File: src/rtl/rd3_pkg.sv
// Shared definitions for the radix-3 input regrouping block: sample width
// derivation, FSM state encoding and index counter width.
package rd3_pkg;

    typedef enum logic [1:0] {
        FILL_A = 2'd0,
        FILL_B = 2'd1,
        EMIT   = 2'd2
    } rd3_state_e;

    // Total sample width from its sign, integer and fraction fields.
    function automatic int calc_dw(input int sign_bit, input int int_bit, input int flt_bit);
        return sign_bit + int_bit + flt_bit;
    endfunction

    // Index counter width: clog2(N3), never narrower than one bit so N3=1 still has a counter.
    function automatic int idx_width(input int n3);
        int w;
        w = $clog2(n3);
        return (w < 1) ? 1 : w;
    endfunction

endpackage

File: src/rtl/rd3_sbuf.sv
// One-third frame buffer: DEPTH-deep register file with a single synchronous
// write port and an asynchronous read port. Contents are intentionally not
// reset; every location is written before it is read within a frame.
module rd3_sbuf
    import rd3_pkg::*;
#(
    parameter int DEPTH = 3,
    parameter int WIDTH = 26,
    parameter int AW    = 2
) (
    input  logic             clk,
    input  logic             we,
    input  logic [AW-1:0]    waddr,
    input  logic [WIDTH-1:0] wdata,
    input  logic [AW-1:0]    raddr,
    output logic [WIDTH-1:0] rdata
);

    logic [WIDTH-1:0] mem_r [DEPTH];

    // Write the incoming sample into the addressed slot.
    always_ff @(posedge clk) begin
        if (we) begin
            mem_r[waddr] <= wdata;
        end
    end

    assign rdata = mem_r[raddr];

endmodule

File: src/rtl/rd3_in_grp.sv
// Radix-3 input regrouping: turns a serial frame of N = 3*N3 samples into
// N3 parallel triplets (x[k], x[k+N3], x[k+2*N3]). The first third is held in
// buffer A, the second in buffer B, and each sample of the last third is
// emitted together with the matching A/B entries one clock after it arrives.
module rd3_in_grp
    import rd3_pkg::*;
#(
    parameter int SIGN_BIT = 1,
    parameter int INT_BIT  = 6,
    parameter int FLT_BIT  = 6,
    parameter int N3       = 3,
    localparam int DW      = calc_dw(SIGN_BIT, INT_BIT, FLT_BIT)
) (
    input  logic          clk,
    input  logic          n_rst,
    input  logic          di_vld,
    input  logic          di_sof,
    input  logic [DW-1:0] di_re,
    input  logic [DW-1:0] di_im,
    output logic          do_vld,
    output logic [DW-1:0] out1_re,
    output logic [DW-1:0] out1_im,
    output logic [DW-1:0] out2_re,
    output logic [DW-1:0] out2_im,
    output logic [DW-1:0] out3_re,
    output logic [DW-1:0] out3_im,
    output logic          frm_done,
    output logic          sync_err
);

    localparam int            IW       = idx_width(N3);
    localparam logic [IW-1:0] IDX_ZERO = IW'(0);
    localparam logic [IW-1:0] IDX_ONE  = IW'(1);
    localparam logic [IW-1:0] IDX_LAST = IW'(N3 - 1);

    rd3_state_e    state_r, state_nxt_s, eff_state_s;
    logic [IW-1:0] idx_r, idx_nxt_s, eff_idx_s;
    logic          resync_s, last_s, wr_a_s, wr_b_s, emit_s;
    logic [2*DW-1:0] a_rd_s, b_rd_s, din_s;

    logic          do_vld_r, frm_done_r, sync_err_r;
    logic [DW-1:0] out1_re_r, out1_im_r, out2_re_r, out2_im_r, out3_re_r, out3_im_r;

    assign din_s = {di_re, di_im};

    rd3_sbuf #(.DEPTH(N3), .WIDTH(2*DW), .AW(IW)) u_buf_a (
        .clk   (clk),
        .we    (wr_a_s),
        .waddr (eff_idx_s),
        .wdata (din_s),
        .raddr (eff_idx_s),
        .rdata (a_rd_s)
    );

    rd3_sbuf #(.DEPTH(N3), .WIDTH(2*DW), .AW(IW)) u_buf_b (
        .clk   (clk),
        .we    (wr_b_s),
        .waddr (eff_idx_s),
        .wdata (din_s),
        .raddr (eff_idx_s),
        .rdata (b_rd_s)
    );

    // Next-state logic: an unexpected start-of-frame makes the sample behave
    // as if it arrived at (FILL_A, 0); otherwise the current position is used.
    always_comb begin
        state_nxt_s = state_r;
        idx_nxt_s   = idx_r;
        wr_a_s      = 1'b0;
        wr_b_s      = 1'b0;
        emit_s      = 1'b0;
        resync_s    = di_vld && di_sof && !((state_r == FILL_A) && (idx_r == IDX_ZERO));
        if (resync_s) begin
            eff_state_s = FILL_A;
            eff_idx_s   = IDX_ZERO;
        end else begin
            eff_state_s = state_r;
            eff_idx_s   = idx_r;
        end
        last_s = (eff_idx_s == IDX_LAST);
        if (di_vld) begin
            case (eff_state_s)
                FILL_A:  wr_a_s = 1'b1;
                FILL_B:  wr_b_s = 1'b1;
                EMIT:    emit_s = 1'b1;
                default: emit_s = 1'b0;
            endcase
            if (last_s) begin
                idx_nxt_s = IDX_ZERO;
                case (eff_state_s)
                    FILL_A:  state_nxt_s = FILL_B;
                    FILL_B:  state_nxt_s = EMIT;
                    EMIT:    state_nxt_s = FILL_A;
                    default: state_nxt_s = FILL_A;
                endcase
            end else begin
                idx_nxt_s   = eff_idx_s + IDX_ONE;
                state_nxt_s = eff_state_s;
            end
        end else begin
            state_nxt_s = state_r;
            idx_nxt_s   = idx_r;
        end
    end

    // FSM state and index register.
    always_ff @(posedge clk or posedge n_rst) begin
        if (n_rst) begin
            state_r <= FILL_A;
            idx_r   <= IDX_ZERO;
        end else begin
            state_r <= state_nxt_s;
            idx_r   <= idx_nxt_s;
        end
    end

    // Registered triplet outputs and status pulses; data holds between triplets.
    always_ff @(posedge clk or posedge n_rst) begin
        if (n_rst) begin
            do_vld_r   <= 1'b0;
            frm_done_r <= 1'b0;
            sync_err_r <= 1'b0;
            out1_re_r  <= {DW{1'b0}};
            out1_im_r  <= {DW{1'b0}};
            out2_re_r  <= {DW{1'b0}};
            out2_im_r  <= {DW{1'b0}};
            out3_re_r  <= {DW{1'b0}};
            out3_im_r  <= {DW{1'b0}};
        end else begin
            sync_err_r <= resync_s;
            if (emit_s) begin
                do_vld_r   <= 1'b1;
                frm_done_r <= last_s;
                out1_re_r  <= a_rd_s[2*DW-1:DW];
                out1_im_r  <= a_rd_s[DW-1:0];
                out2_re_r  <= b_rd_s[2*DW-1:DW];
                out2_im_r  <= b_rd_s[DW-1:0];
                out3_re_r  <= di_re;
                out3_im_r  <= di_im;
            end else begin
                do_vld_r   <= 1'b0;
                frm_done_r <= 1'b0;
            end
        end
    end

    assign do_vld   = do_vld_r;
    assign frm_done = frm_done_r;
    assign sync_err = sync_err_r;
    assign out1_re  = out1_re_r;
    assign out1_im  = out1_im_r;
    assign out2_re  = out2_re_r;
    assign out2_im  = out2_im_r;
    assign out3_re  = out3_re_r;
    assign out3_im  = out3_im_r;

endmodule

File: config.mk
export PLATFORM = sky130hd
export DESIGN_NAME = rd3_in_grp
export DESIGN_NICKNAME = d
export VERILOG_FILES = /design/src/rtl/rd3_pkg.sv /design/src/rtl/rd3_sbuf.sv /design/src/rtl/rd3_in_grp.sv
export SDC_FILE = /design/constraint.sdc
export NUM_CORES = 1
export LEC_CHECK = 0
export BUFFER_PORTS_ARGS = -buffer_cell sky130_fd_sc_hd__buf_4
export CORE_MARGIN = 4
export CORE_UTILIZATION = 45
export DETAILED_ROUTE_END_ITERATION = 8
export HOLD_SLACK_MARGIN = 0.06
export PLACE_DENSITY = 0.63
export SLEW_MARGIN = 10
export SYNTH_ARGS = -nofsm -noshare
export SYNTH_HDL_FRONTEND = slang
export SYNTH_SLANG_ARGS = --single-unit
File: constraint.sdc
create_clock -name clk -period 5.4 [get_ports clk]
set_clock_uncertainty 0.1 [all_clocks]
set_input_delay 1.08 -clock clk [delete_from_list [all_inputs] [get_ports clk]]
set_output_delay 1.08 -clock clk [all_outputs]
set_load 0.03 [all_outputs]
# After elaboration in Yosys (flattened, before gate mapping)
# Memories as Yosys holds them, arrays and structs flattened. A register that Yosys moved wholly into a read port is not among the register bits.
# Index checks and enable logic that the tools add are counted.
classes:
  eq_ne: 3
  n_mux: 17
  reduce_logical: 7
  addsub: 1
ops:
  columns: ["cell", "count"]
  rows:
  - ["1-bit two-way mux", 12]
  - ["2-bit two-way mux", 4]
  - ["2-bit zero test", 3]
  - ["2-bit equality test, second input constant", 2]
  - ["2-bit one-hot mux with 2 select lines", 1]
  - ["1-bit logical AND", 3]
  - ["2-bit by 1-bit adder with 2-bit output, second input constant", 1]
  - ["2-bit by 1-bit equality test with 1-bit output, second input constant", 1]
  - ["1-bit zero test", 1]
totals:
  ff_bits: 33
  inputBits: 30
  elab_cells: 37
  ram_bits: 156
  n_memories: 2
  output_inout_bits: 81
mem_list:
  columns: ["name", "words", "word_bits", "rd", "rd_ports_with_merged_regs", "wr", "line_no", "text"]
  rows:
  - ["u_buf_a.mem_r", 3, 26, 1, 1, 1, "rd3_sbuf.sv:19", "logic [WIDTH-1:0] mem_r [DEPTH];"]
  - ["u_buf_b.mem_r", 3, 26, 1, 1, 1, "rd3_sbuf.sv:19", null]

# Depth between registers and ports, before layout
depth:
  word_depth: 10
  ltp_mapped: 6
  mapped_depth_nobuf: 4

# Cells and area by module
# A second synthesis with hierarchy kept.
hier_totals:
  cells_unflattened: 533
  area_unflattened_um2: 9095.0
by_module_without_submodules:
  columns: ["mod", "seq_area_each_um2", "cells_each", "n_inst", "area_each_um2"]
  rows:
  - ["rd3_sbuf", 2342.2, 168, 2, 2932.8]
  - ["rd3_in_grp", 2127.0, 197, 1, 3229.3]

# Least setup slack after synthesis
# Ideal clock, no wire load.
synth_path:
  kind: "input -> register"
  from: "input di_sof"
  to: "memory u_buf_b.mem_r[0][0], enable pin"
  path_stages: 4
  setup_ps: 485
  t_required_ps: 4815
  path_buffers: 1
  path_slack_ps: 630
  arrival_time_ps: 4185
  path_cell_list: "buf_2 -> nor2_1 -> nand2_1 -> nor4b_1"
synth_via:
  elab_chain_len: 8
  word_cells_on_any_way: 9
  classes_between: "eq/ne: 1; mux: 6; reduce/logical: 2"
synth_rtl:
  columns: ["element", "line_no", "text"]
  rows:
  - ["start: declaration", "rd3_in_grp.sv:17", "input logic di_sof,"]
  - ["1-bit logical AND (*) (2 in series)", "rd3_in_grp.sv:72", "resync_s = di_vld && di_sof && !((state_r == FILL_A) && (idx_r == IDX_ZERO));"]
  - ["2-bit two-way mux", "rd3_in_grp.sv:73", "if (resync_s) begin"]
  - ["2-bit by 1-bit equality test with 1-bit output", "rd3_in_grp.sv:82", "case (eff_state_s)"]
  - ["1-bit two-way mux", "rd3_in_grp.sv:82", null]
  - ["1-bit two-way mux", "rd3_in_grp.sv:81", "if (di_vld) begin"]
  - ["1-bit two-way mux", "rd3_sbuf.sv:23", "if (we) begin"]
  - ["1-bit two-way mux (implied by the code)", "rd3_sbuf.sv:24", "mem_r[waddr] <= wdata;"]
  - ["end: declaration", "rd3_sbuf.sv:19", null]
# Every way passes the cells marked *; elsewhere a longest branch is shown, timed or not.

# Worst setup path in the final report
layout_path:
  from: "register idx_r[0]"
  to: "memory u_buf_a.mem_r[0][22], enable pin"
layout_via:
  elab_chain_len: 10
  word_cells_on_any_way: 11
  classes_between: "mux: 6; reduce/logical: 5"
layout_rtl:
  columns: ["element", "line_no", "text"]
  rows:
  - ["start: declaration", "rd3_in_grp.sv:37", "logic [IW-1:0] idx_r, idx_nxt_s, eff_idx_s;"]
  - ["start signal: assignment", "rd3_in_grp.sv:113", "idx_r <= idx_nxt_s;"]
  - ["2-bit zero test", "rd3_in_grp.sv:72", null]
  - ["1-bit logical AND", "rd3_in_grp.sv:72", null]
  - ["1-bit zero test", "rd3_in_grp.sv:72", null]
  - ["1-bit logical AND", "rd3_in_grp.sv:72", null]
  - ["2-bit two-way mux", "rd3_in_grp.sv:73", null]
  - ["2-bit zero test", "rd3_in_grp.sv:82", null]
  - ["1-bit two-way mux", "rd3_in_grp.sv:82", null]
  - ["1-bit two-way mux", "rd3_in_grp.sv:81", null]
  - ["1-bit two-way mux", "rd3_sbuf.sv:23", null]
  - ["1-bit two-way mux (implied by the code)", "rd3_sbuf.sv:24", null]
  - ["end: declaration", "rd3_sbuf.sv:19", null]
# Parallel ways exist; a longest one is shown, timed or not.

==> summary.md <==
| Metric | Value |
|---|---|
| Status | `completed` |
| Clock transition at path regs | `around 0.06 ns` |
| Setup Viol. Count Final | `0` |
| Fin crit share | `0.524` |
| Tot GR Track Use | `0.169` |
| RSZ-0062 raised after global routing | `no` |
| Clock Path Buffers | `3` |
| Final net count | `784` |
| Synth area leaders | `edfxtp_1 (51%), dfrtp_1 (23%), nor2b_1 (3.6%), a31oi_1 (3.6%), and3_1 (3.6%)` |
| # fillers | `roughly 1700` |
| Routed Antenna Nets | `0` |
| VDD IR max | `0.000270 V` |
| Fin. max-slew vios | `0` |
| CTS tree | `yes` |
| First-pass GRT wire length | `~30 mm` |
| Drt wl/cell | `approximately 18 um` |
| Pwr dens | `about 530 nW/um2` |
| Final Hold Violating Endpoints | `0` |
| Number of global-route vias before repair | `between 5000 and 6000` |
| Grt ovf | `0` |
| Std cell rows | `between 50 and 60` |
| Area Overhead vs Synth | `20.7%` |
| DPL Wire Length | `between 10 and 15 mm` |
| Max-cap viol count | `0` |
| Share of cells above drive strength 1 | `0.247` |
| CTS Hold Bufs | `0` |
| Post-CTS Setup Repair Bufs | `0` |
| Die Y | `150 um` |
| Synth warn | `0` |
| Initial antenna violation count | `0` |
| Synthesized instance count | `between 600 and 700` |
| Starting Density | `0.463` |
| Syn_nets | `684` |
| Max FO, Critical Path | `111` |
| CTS sink count | `around 240` |
| Cells on worst reg2reg path | `2` |
| Crit path DAT | `roughly 2.9 ns` |
| Crit start category | `flop` |
| Synthesized flop and latch total | `~240` |
| GPL Wtd Cong | `approximately 0.74` |
| Routed via count | `5431` |
| Largest net degree at the start of global routing | `112` |
| Die footprint | `22600 um2` |
| Clk Tree Root Cell | `clkbuf_16` |
| P_leak | `roughly 4.2 nW` |
| Total negative setup slack | `0 ns` |
| Worst Hold Class | `reg2reg` |
| H-tree levels | `1` |
| CTS Buf Count | `25` |
| Die Wd | `~150 um` |
| Core area | `19700 um2` |
| Starting DRT DRC Count | `around 320` |
| Clk_lat worst skew | `a little over 0.5 ns` |
| Design Power | `just under 6 mW` |
| Fmax | `approximately 350 MHz` |
| Synth area leader | `edfxtp_1` |
| Slew headroom | `0.197` |
| Post-DR vias/cell | `roughly 5.2` |
| Worst-Margin Slew | `approximately 1.2 ns` |
| Kind of end point of the critical path | `flop` |
| Mapped cell area | `9100 um2` |
| Synth top area share | `0.515` |
| PortBufs | `between 100 and 150` |
| Router iterations before antenna repair | `5` |
| DR DRC count | `0` |
| Setup CP Type | `reg2reg` |
| I/O pin count | `111` |
| Antenna cell count | `0` |
| Syn_area_per_cell | `around 14 um2` |
| Period minus WS final | `2.83 ns` |
| Worst hold stages | `1` |
| Resize count post-CTS | `0` |
| CP required | `5.43 ns` |
| Yosys cell types | `25` |
| Sequential cell area fraction in the yosys report | `0.749` |
| Final wirelength | `approximately 19 mm` |
[path summary, 6_finish.rpt]
path,end,startpoint,slack [ns]
worst max-delay path,u_buf_a.mem_r[0][22],idx_r[0],2.57
worst max register to register,u_buf_a.mem_r[0][22],idx_r[0],2.57
worst min-delay path,out3_re[2],out3_re[2],0.41
max in group asynchronous,out1_im[5],n_rst,3.62
min in group asynchronous,frm_done,n_rst,0.59
worst min register to register,out3_re[2],out3_re[2],0.41
[cell families (layout without fill, tap and decap cells)]
kind of cell,count (synthesis),count (layout),synth area share
compound gates,112,112,0.0704
flops,241,241,0.749
buf+inv,47,165,0.0221
mux,26,26,0.0322
simple gates,228,228,0.127
[layout make-up]
cell class                      instances  area [um2]  share of cell area
Timing Repair Buffer                  117         878              0.0800
Inverter                                3        13.8             0.00125
Tap cell                              265         332              0.0302
Clock buffer                           37         722              0.0657
Multi-Input combinational cell        366        2130               0.194
Clock inverter                          8        91.3             0.00832
Sequential cell                       241        6820               0.621
[worst max-delay path, cell delays in order, from the launching register on]
cell and delay [ns]:
dfrtp_4 0.82, nor4_1 0.70, o21a_2 0.78
[synth_stat cells]
master / count
and3_1: 52
nor4_1: 3
o21ai_0: 53
nor4b_4: 1
nand3_1: 1
o22ai_1: 2
edfxtp_1: 156
nor4b_1: 1
inv_2: 1
nor2b_1: 53
nand2_1: 57
a21o_1: 1
buf_4: 2
clkbuf_1: 28
dfrtp_1: 85
mux2_2: 26
a21oi_1: 1
a31oi_1: 52
o22a_1: 1
clkinv_1: 1
o21a_1: 1
a21oi_2: 1
buf_2: 14
nor2_1: 60
inv_1: 1
[per-stage QoR]
| stage | setup WS (ns) | hold WS (ns) | area, um2 | utilization | std cells |
|---|---|---|---|---|---|
| 4_1_cts | 2.48 | 0.410 | 11000 | 0.559 | 1037 |
| 5_1_grt | 2.35 | 0.417 | 11000 | 0.559 | 1037 |
| 2_1_floorplan | 0.630 | 0.406 | 9100 | - | 654 |
| 3_3_place_gp | 2.40 | 0.390 | 10200 | 0.517 | 992 |
| 3_5_place_dp | 2.31 | 0.396 | 10200 | 0.517 | 992 |
| 6_report | 2.57 | 0.406 | 11000 | 0.559 | 1037 |
[sequential cells by signal, summed over array words and instances, names as in the netlist, 13 cells and up]
signal and cells:
out3_im 13, out3_re 13, out2_re 13, out2_im 13
out1_im 13, u_buf_b.mem_r 78, out1_re 13, u_buf_a.mem_r 78
[placed cells by master, fill, tap and decap left out, types with 2 or more instances in the layout]
master,instances
nor2_4,2
buf_4,117
mux2_2,26
edfxtp_1,156
inv_2,2
dfrtp_1,84
clkinv_2,3
nor2_1,58
nand2_1,56
a31oi_1,52
nor2b_1,53
nor4_2,2
clkbuf_16,26
bufinv_16,2
and3_1,52
clkbuf_1,8
clkbuf_8,3
o21ai_0,53
clkinv_1,2
o22ai_1,2
[layer usage]
metal	global-route usage	share of wire
met2	0.276	0.50
met1	0.235	0.42
met3	0.0328	0.065
met4	0.0453	0.012
met5	0	0
[power breakdown]
part           total, mW  switching [mW]  internal [mW]
Combinational       1.63            1.01          0.622
Clock               1.67           0.655           1.02
Sequential          2.54           0.235           2.31
Power figures use the tool's default switching activity.
